--- config.mk ---
export PLATFORM = sky130hd
export DESIGN_NAME = prog_mem_responder
export DESIGN_NICKNAME = d
export VERILOG_FILES = /design/src/rtl/prog_mem_pkg.sv /design/src/rtl/prog_mem_array.sv /design/src/rtl/prog_mem_responder.sv
export SDC_FILE = /design/constraint.sdc
export NUM_CORES = 1
export LEC_CHECK = 0
export CORE_MARGIN = 5
export CORE_UTILIZATION = 50
export CTS_CLUSTER_SIZE = 24
export DETAILED_ROUTE_END_ITERATION = 10
export GPL_TIMING_DRIVEN = 0
export MAX_ROUTING_LAYER = met4
export PLACE_DENSITY = 0.68
export SETUP_SLACK_MARGIN = 0.1
export SLEW_MARGIN = 5
export SYNTH_ARGS = -nofsm -noshare
export SYNTH_HDL_FRONTEND = slang
export SYNTH_SLANG_ARGS = --single-unit
--- constraint.sdc ---
create_clock -name clk -period 3.6 [get_ports clk]
set_input_delay 0.72 -clock clk [delete_from_list [all_inputs] [get_ports clk]]
set_output_delay 0.72 -clock clk [all_outputs]
set_load 0.01 [all_outputs]
--- src/rtl/prog_mem_pkg.sv ---
// Shared types and constants for the program-memory responder.
// Optional feature macro: ADDR_RANGE_CHECK_EN (adds sticky addr_err output).
package prog_mem_pkg;

  localparam int unsigned ADDR_W = 8;
  localparam int unsigned DATA_W = 8;

  localparam logic [DATA_W-1:0] FILL_BYTE_DEFAULT = 8'h00;

  typedef enum logic [1:0] {
    LOAD    = 2'd0,
    RELEASE = 2'd1,
    RUN     = 2'd2
  } state_e;

endpackage

--- src/rtl/prog_mem_array.sv ---
// DEPTH x 8 storage with per-location valid bitmap and fill-substituting read.
// Optional feature macro: ADDR_RANGE_CHECK_EN (exports the read hit flag).
module prog_mem_array
  import prog_mem_pkg::*;
#(
  parameter int unsigned        DEPTH     = 24,
  parameter logic [DATA_W-1:0]  FILL_BYTE = FILL_BYTE_DEFAULT,
  parameter int unsigned        IDX_W     = $clog2(DEPTH)
) (
  input  logic              clk,
  input  logic              rst_n,
  input  logic              wr_en,
  input  logic [IDX_W-1:0]  wr_addr,
  input  logic [DATA_W-1:0] wr_data,
  input  logic              clr,
  input  logic              rd_en,
  input  logic [ADDR_W-1:0] rd_addr,
`ifdef ADDR_RANGE_CHECK_EN
  output logic              rd_hit_c,
`endif
  output logic [DATA_W-1:0] rd_data_c
);

  localparam int unsigned CMP_W = ADDR_W + 1;
  localparam logic [CMP_W-1:0] DEPTH_CMP = CMP_W'(DEPTH);

  logic [DATA_W-1:0] mem_q [DEPTH];
  logic [DEPTH-1:0]  valid_q;
  logic [DEPTH-1:0]  valid_d;
  logic              in_range_c;
  logic              hit_c;
  logic [IDX_W-1:0]  rd_idx;

  // Storage write; contents deliberately not reset, validity lives in valid_q.
  always_ff @(posedge clk) begin
    if (wr_en) mem_q[wr_addr] <= wr_data;
  end

  // Valid bitmap next state: bulk clear wins over a write.
  always_comb begin
    valid_d = valid_q;
    if (clr) begin
      valid_d = '0;
    end else if (wr_en) begin
      valid_d[wr_addr] = 1'b1;
    end
  end

  // Valid bitmap register.
  always_ff @(posedge clk or negedge rst_n) begin
    if (!rst_n) valid_q <= '0;
    else        valid_q <= valid_d;
  end

  // Combinational read with fill substitution for misses and non-run states.
  always_comb begin
    in_range_c = CMP_W'(rd_addr) < DEPTH_CMP;
    rd_idx     = IDX_W'(rd_addr);
    hit_c      = in_range_c && valid_q[rd_idx];
    rd_data_c  = FILL_BYTE;
    if (rd_en && hit_c) rd_data_c = mem_q[rd_idx];
  end

`ifdef ADDR_RANGE_CHECK_EN
  assign rd_hit_c = hit_c;
`endif

endmodule

--- src/rtl/prog_mem_responder.sv ---
// Program memory responder: loader handshake FSM, CPU reset hold, zero-latency read.
// Optional feature macro: ADDR_RANGE_CHECK_EN (adds sticky addr_err output).
module prog_mem_responder
  import prog_mem_pkg::*;
#(
  parameter int unsigned       DEPTH     = 24,
  parameter logic [DATA_W-1:0] FILL_BYTE = FILL_BYTE_DEFAULT
) (
  input  logic              clk,
  input  logic              rst,
  input  logic [ADDR_W-1:0] Address,
  output logic [DATA_W-1:0] Data,
  input  logic              ld_valid,
  output logic              ld_ready,
  input  logic [DATA_W-1:0] ld_byte,
  input  logic              ld_last,
  input  logic              ld_restart,
  output logic              cpu_rst_n,
`ifdef ADDR_RANGE_CHECK_EN
  output logic              addr_err,
`endif
  output logic [7:0]        load_count
);

  localparam int unsigned      IDX_W    = $clog2(DEPTH);
  localparam int unsigned      PTR_W    = $clog2(DEPTH + 1);
  localparam logic [PTR_W-1:0] LAST_PTR = PTR_W'(DEPTH - 1);
  localparam logic [7:0]       CNT_MAX  = (DEPTH > 255) ? 8'hFF : 8'(DEPTH);

  state_e           state_q, state_d;
  logic [PTR_W-1:0] wr_ptr_q, wr_ptr_d;
  logic [7:0]       count_q, count_d;
  logic             ld_ready_q, ld_ready_d;
  logic             cpu_rst_n_q, cpu_rst_n_d;
  logic             transfer_c;
  logic             wr_en_c;
  logic             clr_c;
  logic             rd_en_c;
`ifdef ADDR_RANGE_CHECK_EN
  logic             addr_err_q, addr_err_d;
  logic             rd_hit_c;
`endif

  // Next-state, pointer/count update and handshake decode; restart overrides all.
  always_comb begin
    state_d     = state_q;
    wr_ptr_d    = wr_ptr_q;
    count_d     = count_q;
    wr_en_c     = 1'b0;
    clr_c       = 1'b0;
    transfer_c  = ld_valid && ld_ready_q && (state_q == LOAD);
    rd_en_c     = (state_q == RUN);
`ifdef ADDR_RANGE_CHECK_EN
    addr_err_d  = addr_err_q | (rd_en_c & ~rd_hit_c);
`endif

    case (state_q)
      LOAD: begin
        if (transfer_c) begin
          wr_en_c  = 1'b1;
          wr_ptr_d = wr_ptr_q + PTR_W'(1);
          if (count_q != CNT_MAX) count_d = count_q + 8'd1;
          if (ld_last || (wr_ptr_q == LAST_PTR)) state_d = RELEASE;
        end
      end
      RELEASE: state_d = RUN;
      RUN:     state_d = RUN;
      default: state_d = LOAD;
    endcase

    if (ld_restart) begin
      state_d  = LOAD;
      wr_ptr_d = '0;
      count_d  = '0;
      wr_en_c  = 1'b0;
      clr_c    = 1'b1;
`ifdef ADDR_RANGE_CHECK_EN
      addr_err_d = 1'b0;
`endif
    end

    ld_ready_d  = (state_d == LOAD);
    cpu_rst_n_d = (state_d == RUN);
  end

  // State, pointer and registered handshake/reset outputs.
  always_ff @(posedge clk or negedge rst) begin
    if (!rst) begin
      state_q     <= LOAD;
      wr_ptr_q    <= '0;
      count_q     <= '0;
      ld_ready_q  <= 1'b0;
      cpu_rst_n_q <= 1'b0;
`ifdef ADDR_RANGE_CHECK_EN
      addr_err_q  <= 1'b0;
`endif
    end else begin
      state_q     <= state_d;
      wr_ptr_q    <= wr_ptr_d;
      count_q     <= count_d;
      ld_ready_q  <= ld_ready_d;
      cpu_rst_n_q <= cpu_rst_n_d;
`ifdef ADDR_RANGE_CHECK_EN
      addr_err_q  <= addr_err_d;
`endif
    end
  end

  prog_mem_array #(
    .DEPTH     (DEPTH),
    .FILL_BYTE (FILL_BYTE),
    .IDX_W     (IDX_W)
  ) u_array (
    .clk       (clk),
    .rst_n     (rst),
    .wr_en     (wr_en_c),
    .wr_addr   (IDX_W'(wr_ptr_q)),
    .wr_data   (ld_byte),
    .clr       (clr_c),
    .rd_en     (rd_en_c),
    .rd_addr   (Address),
`ifdef ADDR_RANGE_CHECK_EN
    .rd_hit_c  (rd_hit_c),
`endif
    .rd_data_c (Data)
  );

  assign ld_ready   = ld_ready_q;
  assign cpu_rst_n  = cpu_rst_n_q;
  assign load_count = count_q;
`ifdef ADDR_RANGE_CHECK_EN
  assign addr_err   = addr_err_q;
`endif

endmodule

# ---- Word level (Yosys, flattened, before mapping)
# Memories as Yosys holds them, arrays and structs flattened.
# Cells that the tools add are included.
dict set report op_classes {
  bitwise 1
  order_cmp 4
  addsub 2
  n_reduce_logical 15
  mux 24
  n_eq_ne 5
}
# cell count
set ops {}
lappend ops {{2-to-1 mux 24 bit} 2}
lappend ops {{2-to-1 mux 8 bit} 5}
lappend ops {{OR 24 bit} 1}
lappend ops {{2-to-1 mux 5 bit} 3}
lappend ops {{less-than comparator 5 x 6 -> 1 bit, second input constant} 2}
lappend ops {{adder 8 x 1 -> 8 bit, second input constant} 1}
lappend ops {{less-than comparator 8 x 5 -> 1 bit, second input constant} 1}
lappend ops {{2-to-1 mux 1 bit} 8}
lappend ops {{!= test 8 x 5 -> 1 bit, second input constant} 1}
lappend ops {{nonzero test 2 bit} 4}
lappend ops {{2-to-1 mux 2 bit} 3}
lappend ops {{adder 5 x 1 -> 5 bit, second input constant} 1}
lappend ops {{binary-select mux 1 bit (select 5 bit)} 1}
lappend ops {{demux 1 bit (select 5 bit)} 1}
lappend ops {{equality test 5 bit, second input constant} 1}
lappend ops {{greater-or-equal comparator 5 x 1 -> 1 bit, second input constant} 1}
lappend ops {{logical AND 1 bit} 5}
lappend ops {{equality test 2 bit, second input constant} 2}
lappend ops {{logical NOT 2 bit} 2}
lappend ops {{case mux 2 bit (2 select lines)} 1}
lappend ops {{AND reduction 3 bit} 1}
lappend ops {{equality test 2 x 1 -> 1 bit, second input constant} 1}
lappend ops {{AND reduction 2 bit} 1}
lappend ops {{OR reduction 2 bit} 1}
lappend ops {{logical OR 1 bit} 1}
dict set report word_totals {
  out_inout_bits 18
  elab_cells 58
  in_bits 21
  mem_bits_rw 192
  ff_bits 41
  mem_count 1
}
# name words width read_ports rd_clocked_by_memory_dff wr line
set mem_list {}
lappend mem_list {u_array.mem_q 24 8 1 0 1 prog_mem_array.sv:27} ;# logic [DATA_W-1:0] mem_q [DEPTH];

# ---- Logic depth before layout (Yosys ltp)
# Gate-level depths: netlist of the first run.
dict set report logic_depth {
  ltp_word 7
  depth_mapped 9
  ltp_nobuf 7
}

# ---- Modules after synthesis
# A second synthesis of the first run with hierarchy kept.
dict set report unflattened {
  hier_cells 572
  area_unflattened_um2 9544.2
}
# mod seq_area_each_um2 instances cells_each area_each_um2
set by_module_without_submodules {}
lappend by_module_without_submodules {prog_mem_array 6366.1 1 480 8629.5}
lappend by_module_without_submodules {prog_mem_responder 425.4 1 92 914.6}

# ---- Worst setup path before layout of the first run
# OpenSTA, ideal clock, no wires.
dict set report synth_timing {
  path_kind {input port to output port}
  from {input port Address[1]}
  to {output port Data[5]}
  arrival_ns 2.085
  path_slack_ns 0.795
  t_required_ns 2.880
  path_buffers 2
  stages 6
  cell_sequence {buf_2 > clkbuf_1 > mux4_2 > mux2_2 > a22oi_1 > a21oi_1}
}
dict set report synth_via {
  elab_chain_len 5
  word_cells_on_any_way 7
  classes_between {order compare: 1; mux: 3; reduce/logical: 2; memory: 1}
}
# element line
set synth_lines {}
lappend synth_lines {{from (decl)} prog_mem_responder.sv:11} ;# input logic [ADDR_W-1:0] Address,
lappend synth_lines {{binary-select mux 1 bit (select 5 bit)} prog_mem_array.sv:59} ;# hit_c = in_range_c && valid_q[rd_idx];
lappend synth_lines {{2-to-1 mux 1 bit (not written as such)} prog_mem_array.sv:59}
lappend synth_lines {{logical AND 1 bit} prog_mem_array.sv:59}
lappend synth_lines {{logical AND 1 bit} prog_mem_array.sv:61} ;# if (rd_en && hit_c) rd_data_c = mem_q[rd_idx];
lappend synth_lines {{2-to-1 mux 8 bit (*)} prog_mem_array.sv:61}
lappend synth_lines {{to (decl)} prog_mem_responder.sv:12} ;# output logic [DATA_W-1:0] Data,
# Mark *: on every way between the ends. The rest lies on a longest branch, timed or not. The select of a mux whose other input is x is not followed.

# ---- Worst setup path in the final report of the first run
dict set report layout_timing {
  from {input port Address[0]}
  to {output port Data[2]}
}
# The elaborated chain is that of the path after synthesis.

==> summary.md, run 1 <==
| Metric | Value |
|---|---|
| Outcome | `completed` |
| Commonest cells after routing, fill and taps aside | `192 x edfxtp_1, 41 x dfrtp_1, 37 x nor2_1, 32 x mux2i_1, 26 x clkdlybuf4s50_1` |
| Clock network latency to the later pin of the worst-skew pair | `500 ps` |
| Count of buffers inserted at the top-level ports | `35` |
| Die outline width | `148 µm` |
| Detailed-route wire length | `20400 µm` |
| Max FO, Critical Path | `10` |
| Clock group share of total power | `41.9%` |
| Cell occurring most often along the worst timing path | `buf_12` |
| Dominant register cell in the synthesized netlist | `edfxtp_1` |
| Count of distinct cell types in the synthesized netlist | `47` |
| GR Overflow Total | `0` |
| Setup repair after global routing missed its margin | `false` |
| Worst endpoint required time | `2880 ps` |
| Antenna violations before repair | `0` |
| Final cell count without fillers | `867` |
| Worst-path cell with the longest stage delay | `dlygate4sd2_1` |
| Clock transition at the registers of the reported paths | `60 ps` |
| Yosys reg bits | `233` |
| Max Buffers Root-to-Sink | `3` |
| Capture instance of the worst register-to-register path | `u_array.mem_q[22][6]$_DFFE_PP_` |
| Vias | `5154` |
| First-pass GRT wire length | `31400 µm` |
| Number of global-route vias before repair | `5219` |
| First DRT Iteration DRCs | `511` |
| Maximum achievable frequency | `301 MHz` |
| Transition time at the pin with the least slew margin | `1040 ps` |
| Initial core utilization | `51.0%` |
| Post-layout utilization of the core | `59.2%` |
| Share of flip-flops with an asynchronous set or reset after synthesis | `17.6%` |
| Count of warnings emitted by yosys | `0` |
| Number of buffers added by the clock tree synthesis step | `24` |
| H-tree Lvls | `1` |
| Gate count of the mapped netlist | `552` |
| Number of pins exceeding their max-slew limit in the final report | `0` |
| Clk Tree Root Cell | `clkbuf_16` |
| Final hold violation count | `0` |
| Syn_nets | `581` |
| Area added between synthesis and finish | `16.0%` |
| Largest net degree at the start of global routing | `28` |
| Syn Area/Cell | `17.3 µm²` |
| Worst setup path startpoint | `Address[0]` |
| Syn Std Cell Area | `0.00957 mm²` |
| Routed WL per cell | `23.6 µm` |
| Post-route DRC | `0` |
| Critical Path End | `Data[2]` |
| Proportion of layout cells with a drive suffix above 1 | `17.5%` |
| Startpoint class of the critical path | `input pin` |
| Seq pwr share | `51.0%` |
| Register-to-register setup slack | `970 ps` |
| Placed cells | `822` |
| Fin Hold WS | `133 ps` |
| Detailed Place HPWL | `13700 µm` |
| Number of synthesized flops with an enable pin | `192` |
| CORE AREA | `0.0188 mm²` |
| Die area | `0.0220 mm²` |
| Relative contribution of combinational cells to total power | `7.1%` |
| Final cycle utilization of the critical path | `92.2%` |
| Total of hold buffers inserted after clock tree synthesis | `0` |
| Cells traversed along the worst timing path | `buf_6 > buf_12 > buf_12 > mux2i_1 > a22o_1 > o21ai_1 > nand4_2 > buf_4 > a21oi_1 > dlygate4sd2_1` |
| Final-layout setup total negative slack | `0 ps` |
| Reg-to-Reg Start | `state_q[0]$_DFF_PN0_` |
| Net count of the finished layout | `644` |
| Max-capacitance violation count | `0` |
| Pleak | `4.16 nW` |
| WS Path Type | `input pin to output pin` |
| Minimum clock period after layout | `3320 ps` |
| Weighted congestion at the end of routability-driven global placement | `0.851` |
| Crit-path max cell delay | `310 ps` |
| Number of sinks handled by clock tree synthesis | `233` |
| Total internal power | `0.00465 W` |
| Slew Limit Headroom | `30.4%` |
| Sw Ratio | `20.8%` |
| Boundary pin count | `39` |
| Net load switching power | `0.00122 W` |
| Post-detailed-route via-to-cell ratio | `5.94` |
| TritonCTS clock tree | `done` |
| Final antenna diode count | `0` |
| Clock Skew | `15.2 ps` |
| Type of the tightest min-delay check | `input pin to asynchronous set/reset pin` |
| Most common cell after layout, fill and taps aside | `edfxtp_1` |
| CP arrival | `2600 ps` |
| Power density of the placed cells | `529 mW/mm²` |
| DRT antenna net count | `0` |
| DRT Pass-1 Iters | `5` |
| Setup violators final | `0` |
| Row count | `50` |
| Sequential fraction of the synthesis area | `71.0%` |
| Die height | `148 µm` |
| Logic depth of the worst register-to-register path | `7` |
| GRT Resource Usage Total | `19.5%` |
| Kind of end point of the critical path | `output pin` |
| Final Total Pwr | `0.00587 W` |
| Max VDD drop | `285 µV` |
layout make-up:
class                   instances  area, µm²
plain buffers                  32        251
clock buffers                  34        669
clock inverters                10        124
fillers                      1367       7660
inverters                       9       33.8
multi-input cells             278       2570
flip-flops and latches        233       6790
well taps                     234        293
repair buffers                 37        374
sequential cells by signal (all words and copies together), names as in the netlist:
name / cells
ld_ready: 1
load_count: 8
u_array.valid_q: 24
u_array.mem_q: 192
cpu_rst_n: 1
state_q: 2
wr_ptr_q: 5
Yosys cell counts, types with 2 or more instances:
cell         n  area, µm²
edfxtp_1   192       5770
dfrtp_1     41       1030
nor2_1      38        143
mux2i_1     32        320
a21o_1      23        173
mux4_2      22        495
mux2_2      20        225
a22oi_1     14        105
clkbuf_1    14       52.6
a21oi_1     13       65.1
nor2b_1     13       81.3
mux4_1      10        263
a211oi_1     9       67.6
nand2_1      9       33.8
ha_1         8        100
inv_1        8       30.0
nand3_1      8       40.0
a31oi_1      7       43.8
nand4_1      7       43.8
buf_2        6       30.0
xor2_1       6       52.6
o21ai_0      5       25.0
or3_1        5       31.3
buf_4        4       30.0
nand2b_1     4       25.0
o2bb2ai_1    4       35.0
buf_6        3       33.8
nor3_1       3       15.0
a211o_1      2       17.5
a22o_1       2       17.5
and3_1       2       12.5
buf_12       2       40.0
xnor2_1      2       17.5
power by group through the flow:
stage / registers [W] / clock network (W) / logic, W
detailed placement: 0.00305 / 0 / 0.000415
global placement: 0.00304 / 0 / 0.000401
CTS: 0.00299 / 0.00249 / 0.000422
finish: 0.00299 / 0.00246 / 0.000420
global route: 0.00300 / 0.00261 / 0.000458
floorplan: 0.00304 / 0 / 0.000243
worst min path at each step:
stage                     slack (ps)                         endpoint                             from  depth (start not counted)
after global routing             130              cpu_rst_n$_DFF_PN0_                              rst                          1
final                            130              cpu_rst_n$_DFF_PN0_                              rst                          1
after global placement           460  u_array.valid_q[15]$_DFFE_PN0P_  u_array.valid_q[15]$_DFFE_PN0P_                          1
after detailed placement         460  u_array.valid_q[15]$_DFFE_PN0P_  u_array.valid_q[15]$_DFFE_PN0P_                          1
after CTS                        120              cpu_rst_n$_DFF_PN0_                              rst                          1
after floorplan                  420              cpu_rst_n$_DFF_PN0_                              rst                          0
layer usage:
| layer | vias up | routed length [µm] | global-route usage [%] |
|---|---|---|---|
| met5 | - | 0 | - |
| met4 | 0 | 397 | 4.30 |
| met3 | 26 | 1050 | 2.96 |
| met2 | 181 | 9800 | 30.1 |
| met1 | 2646 | 9180 | 28.1 |
| li1 | 2301 | - | - |
through the flow:
step                setup WS, ps  instance area [µm²]
CTS                          103                11100
finish                       280                11100
global placement            -399                10200
global route                 231                11100
detailed placement          -419                10200
floorplan                    795                 9570
critical path: cells and delay by family:
kind | cells | cell delay (ps)
AO/OA/AOI/OAI | 3 | 640
buffers and inverters | 5 | 920
multiplexers | 1 | 130
AND/OR/NAND/NOR | 1 | 170
logic make-up after synthesis:
family | Yosys count | share of synthesized area [%]
multiplexers | 84 | 13.6
buffers and inverters | 41 | 2.55
adder cells (fa/ha/maj) | 8 | 1.05
AND/OR/NAND/NOR | 94 | 4.92
XOR/XNOR | 8 | 0.732
AO/OA/AOI/OAI | 84 | 6.16
flip-flops | 233 | 71.0
repair_timing:
item                       CTS  global route
buffers inserted             1             0
hold endpoints to repair     0             0
resized for setup           23             9
setup endpoints to repair    8             3
pin swaps                    2             1
Power figures use the tool's default switching activity.
==> run 2, diff against run 1 <==
- CELL_PAD_IN_SITES_DETAIL_PLACEMENT: unset -> 0
- CELL_PAD_IN_SITES_GLOBAL_PLACEMENT: unset -> 1
- CTS_CLUSTER_DIAMETER: unset -> 40
- PLACE_DENSITY: 0.68 -> unset
- PLACE_DENSITY_LB_ADDON: unset -> 0.1
==> summary.md, run 2 (synthesized netlist as in run 1, its figures left out) <==
| Metric | Value |
|---|---|
| Outcome | `completed` |
| Routed WL per cell | `24.4 µm` |
| Design area | `0.0115 mm²` |
| Slew Limit Headroom | `13.7%` |
| Number of sinks handled by clock tree synthesis | `233` |
| Crit-path max cell delay | `560 ps` |
| Post-route DRC | `0` |
| H-tree Lvls | `2` |
| Transition time at the pin with the least slew margin | `1290 ps` |
| Die outline width | `148 µm` |
| Cell occurring most often along the worst timing path | `clkdlybuf4s50_1` |
| Max FO, Critical Path | `10` |
| Worst setup path startpoint | `Address[4]` |
| Boundary pin count | `39` |
| Row count | `50` |
| Total of hold buffers inserted after clock tree synthesis | `0` |
| Detailed-route wire length | `21600 µm` |
| Setup repair after global routing missed its margin | `true` |
| FF+latch area | `0.00679 mm²` |
| Final Total Pwr | `0.00666 W` |
| Max Buffers Root-to-Sink | `3` |
| Worst-path cell with the longest stage delay | `clkdlybuf4s50_1` |
| Most common cell after layout, fill and taps aside | `edfxtp_1` |
| Clock transition at the registers of the reported paths | `50 ps` |
| GRT Resource Usage Total | `20.6%` |
| CP arrival | `2690 ps` |
| TritonCTS clock tree | `done` |
| Detailed Place HPWL | `14000 µm` |
| Max VDD drop | `391 µV` |
| Most flop-heavy register | `u_array.mem_q` |
| Initial core utilization | `51.0%` |
| Number of global-route vias before repair | `5367` |
| Capture instance of the worst register-to-register path | `u_array.mem_q[17][3]$_DFFE_PP_` |
| Die height | `148 µm` |
| Slack of the critical path | `191 ps` |
| Pleak | `4.33 nW` |
| Area used by multi-input combinational logic | `0.00260 mm²` |
| DRT Pass-1 Iters | `5` |
| CORE AREA | `0.0188 mm²` |
| Layout filler cell count | `1407` |
| Worst endpoint required time | `2880 ps` |
| Post-detailed-route via-to-cell ratio | `5.87` |
| Number of flip-flops in the largest register | `192` |
| Clock network latency to the later pin of the worst-skew pair | `510 ps` |
| Reg-to-Reg Start | `state_q[0]$_DFF_PN0_` |
| Maximum achievable frequency | `293 MHz` |
| Setup Slack @ Placement | `-800 ps` |
| Register-to-register setup slack | `740 ps` |
| Vias | `5200` |
| WS Path Type | `input pin to output pin` |
| Commonest cells after routing, fill and taps aside | `192 x edfxtp_1, 41 x dfrtp_1, 37 x nor2_1, 35 x clkbuf_16, 32 x mux2i_1` |
| Max-capacitance violation count | `0` |
| Minimum clock period after layout | `3410 ps` |
| Startpoint class of the critical path | `input pin` |
| Count of buffers inserted at the top-level ports | `35` |
| Largest net degree at the start of global routing | `30` |
| First-pass GRT wire length | `32500 µm` |
| Cells traversed along the worst timing path | `clkdlybuf4s50_1 > clkbuf_8 > nor2_4 > o21ai_1 > nand4_2 > buf_4 > a21oi_2 > clkdlybuf4s50_1` |
| GR Overflow Total | `0` |
| Clk Tree Root Cell | `clkbuf_16` |
| Final antenna diode count | `0` |
| Type of the tightest min-delay check | `input pin to asynchronous set/reset pin` |
| Kind of end point of the critical path | `output pin` |
| Logic depth of the worst register-to-register path | `7` |
| DRT antenna net count | `0` |
| Power density of the placed cells | `580 mW/mm²` |
| Antenna violations before repair | `0` |
| Setup violators final | `0` |
| Final hold violation count | `0` |
| Weighted congestion at the end of routability-driven global placement | `0.824` |
| Number of pins exceeding their max-slew limit in the final report | `0` |
| Proportion of layout cells with a drive suffix above 1 | `21.8%` |
| Number of buffers added by the clock tree synthesis step | `35` |
| Net count of the finished layout | `655` |
| Area after DPL | `0.0102 mm²` |
| Final cycle utilization of the critical path | `94.7%` |
| Clock Skew | `19.7 ps` |
| Area added between synthesis and finish | `20.1%` |
| Die area | `0.0220 mm²` |
| First DRT Iteration DRCs | `374` |
[run 2: how the worst max path moves through the flow]
stage | to | slack (ps)
finish | Data[1] | 190
global route | Data[4] | 100
CTS | Data[1] | 60
detailed placement | Data[1] | -800
global placement | Data[1] | -730
floorplan | Data[5] | 800
[run 2: metal layers]
layer	global-route usage (%)	part of all wire, %	up-vias
li1	-	-	2332
met1	27.8	43	2647
met2	33.3	50	184
met3	3.11	5.1	37
met4	5.64	1.9	0
met5	-	0	-
[run 2: critical path: cells and delay by family]
family	cells	cell delay [ps]
AOI/OAI and AO/OA	2	270
and+or+nand+nor	2	180
buffers and inverters	4	1500
[run 2: cell type report]
class / instances / share of cell area (%)
timing repair buffer: 37 / 3.33
multi-input combinational: 278 / 22.6
buffer: 32 / 2.28
clock inverter: 27 / 2.19
sequential: 233 / 59.1
tap: 234 / 2.55
clock buffer: 36 / 7.66
inverter: 9 / 0.294
[run 2: power by group]
group	internal [W]	switching [W]	total (W)
clock network	0.00198	0.00127	0.00324
logic	0.000179	0.000245	0.000424
registers	0.00297	0.0000240	0.00299
total	0.00512	0.00154	0.00666
[run 2: metrics by stage]
| step | std cells | util (%) | hold slack [ps] | setup TNS, ps |
|---|---|---|---|---|
| 5_1_grt | 886 | 61.2 | 120 | 0 |
| 4_1_cts | 886 | 61.0 | 112 | 0 |
| 3_3_place_gp | 821 | 54.4 | 453 | -5320 |
| 6_report | 886 | 61.2 | 113 | 0 |
| 2_1_floorplan | 552 | - | 424 | 0 |
| 3_5_place_dp | 822 | 54.5 | 460 | -5900 |
[run 2: timing repair]
| action | CTS | global route |
|---|---|---|
| pin swaps | 1 | 0 |
| gates resized for setup | 22 | 18 |
| setup endpoints to repair | 8 | 8 |
| setup buffers | 1 | 0 |
| hold endpoints to repair | 0 | 0 |
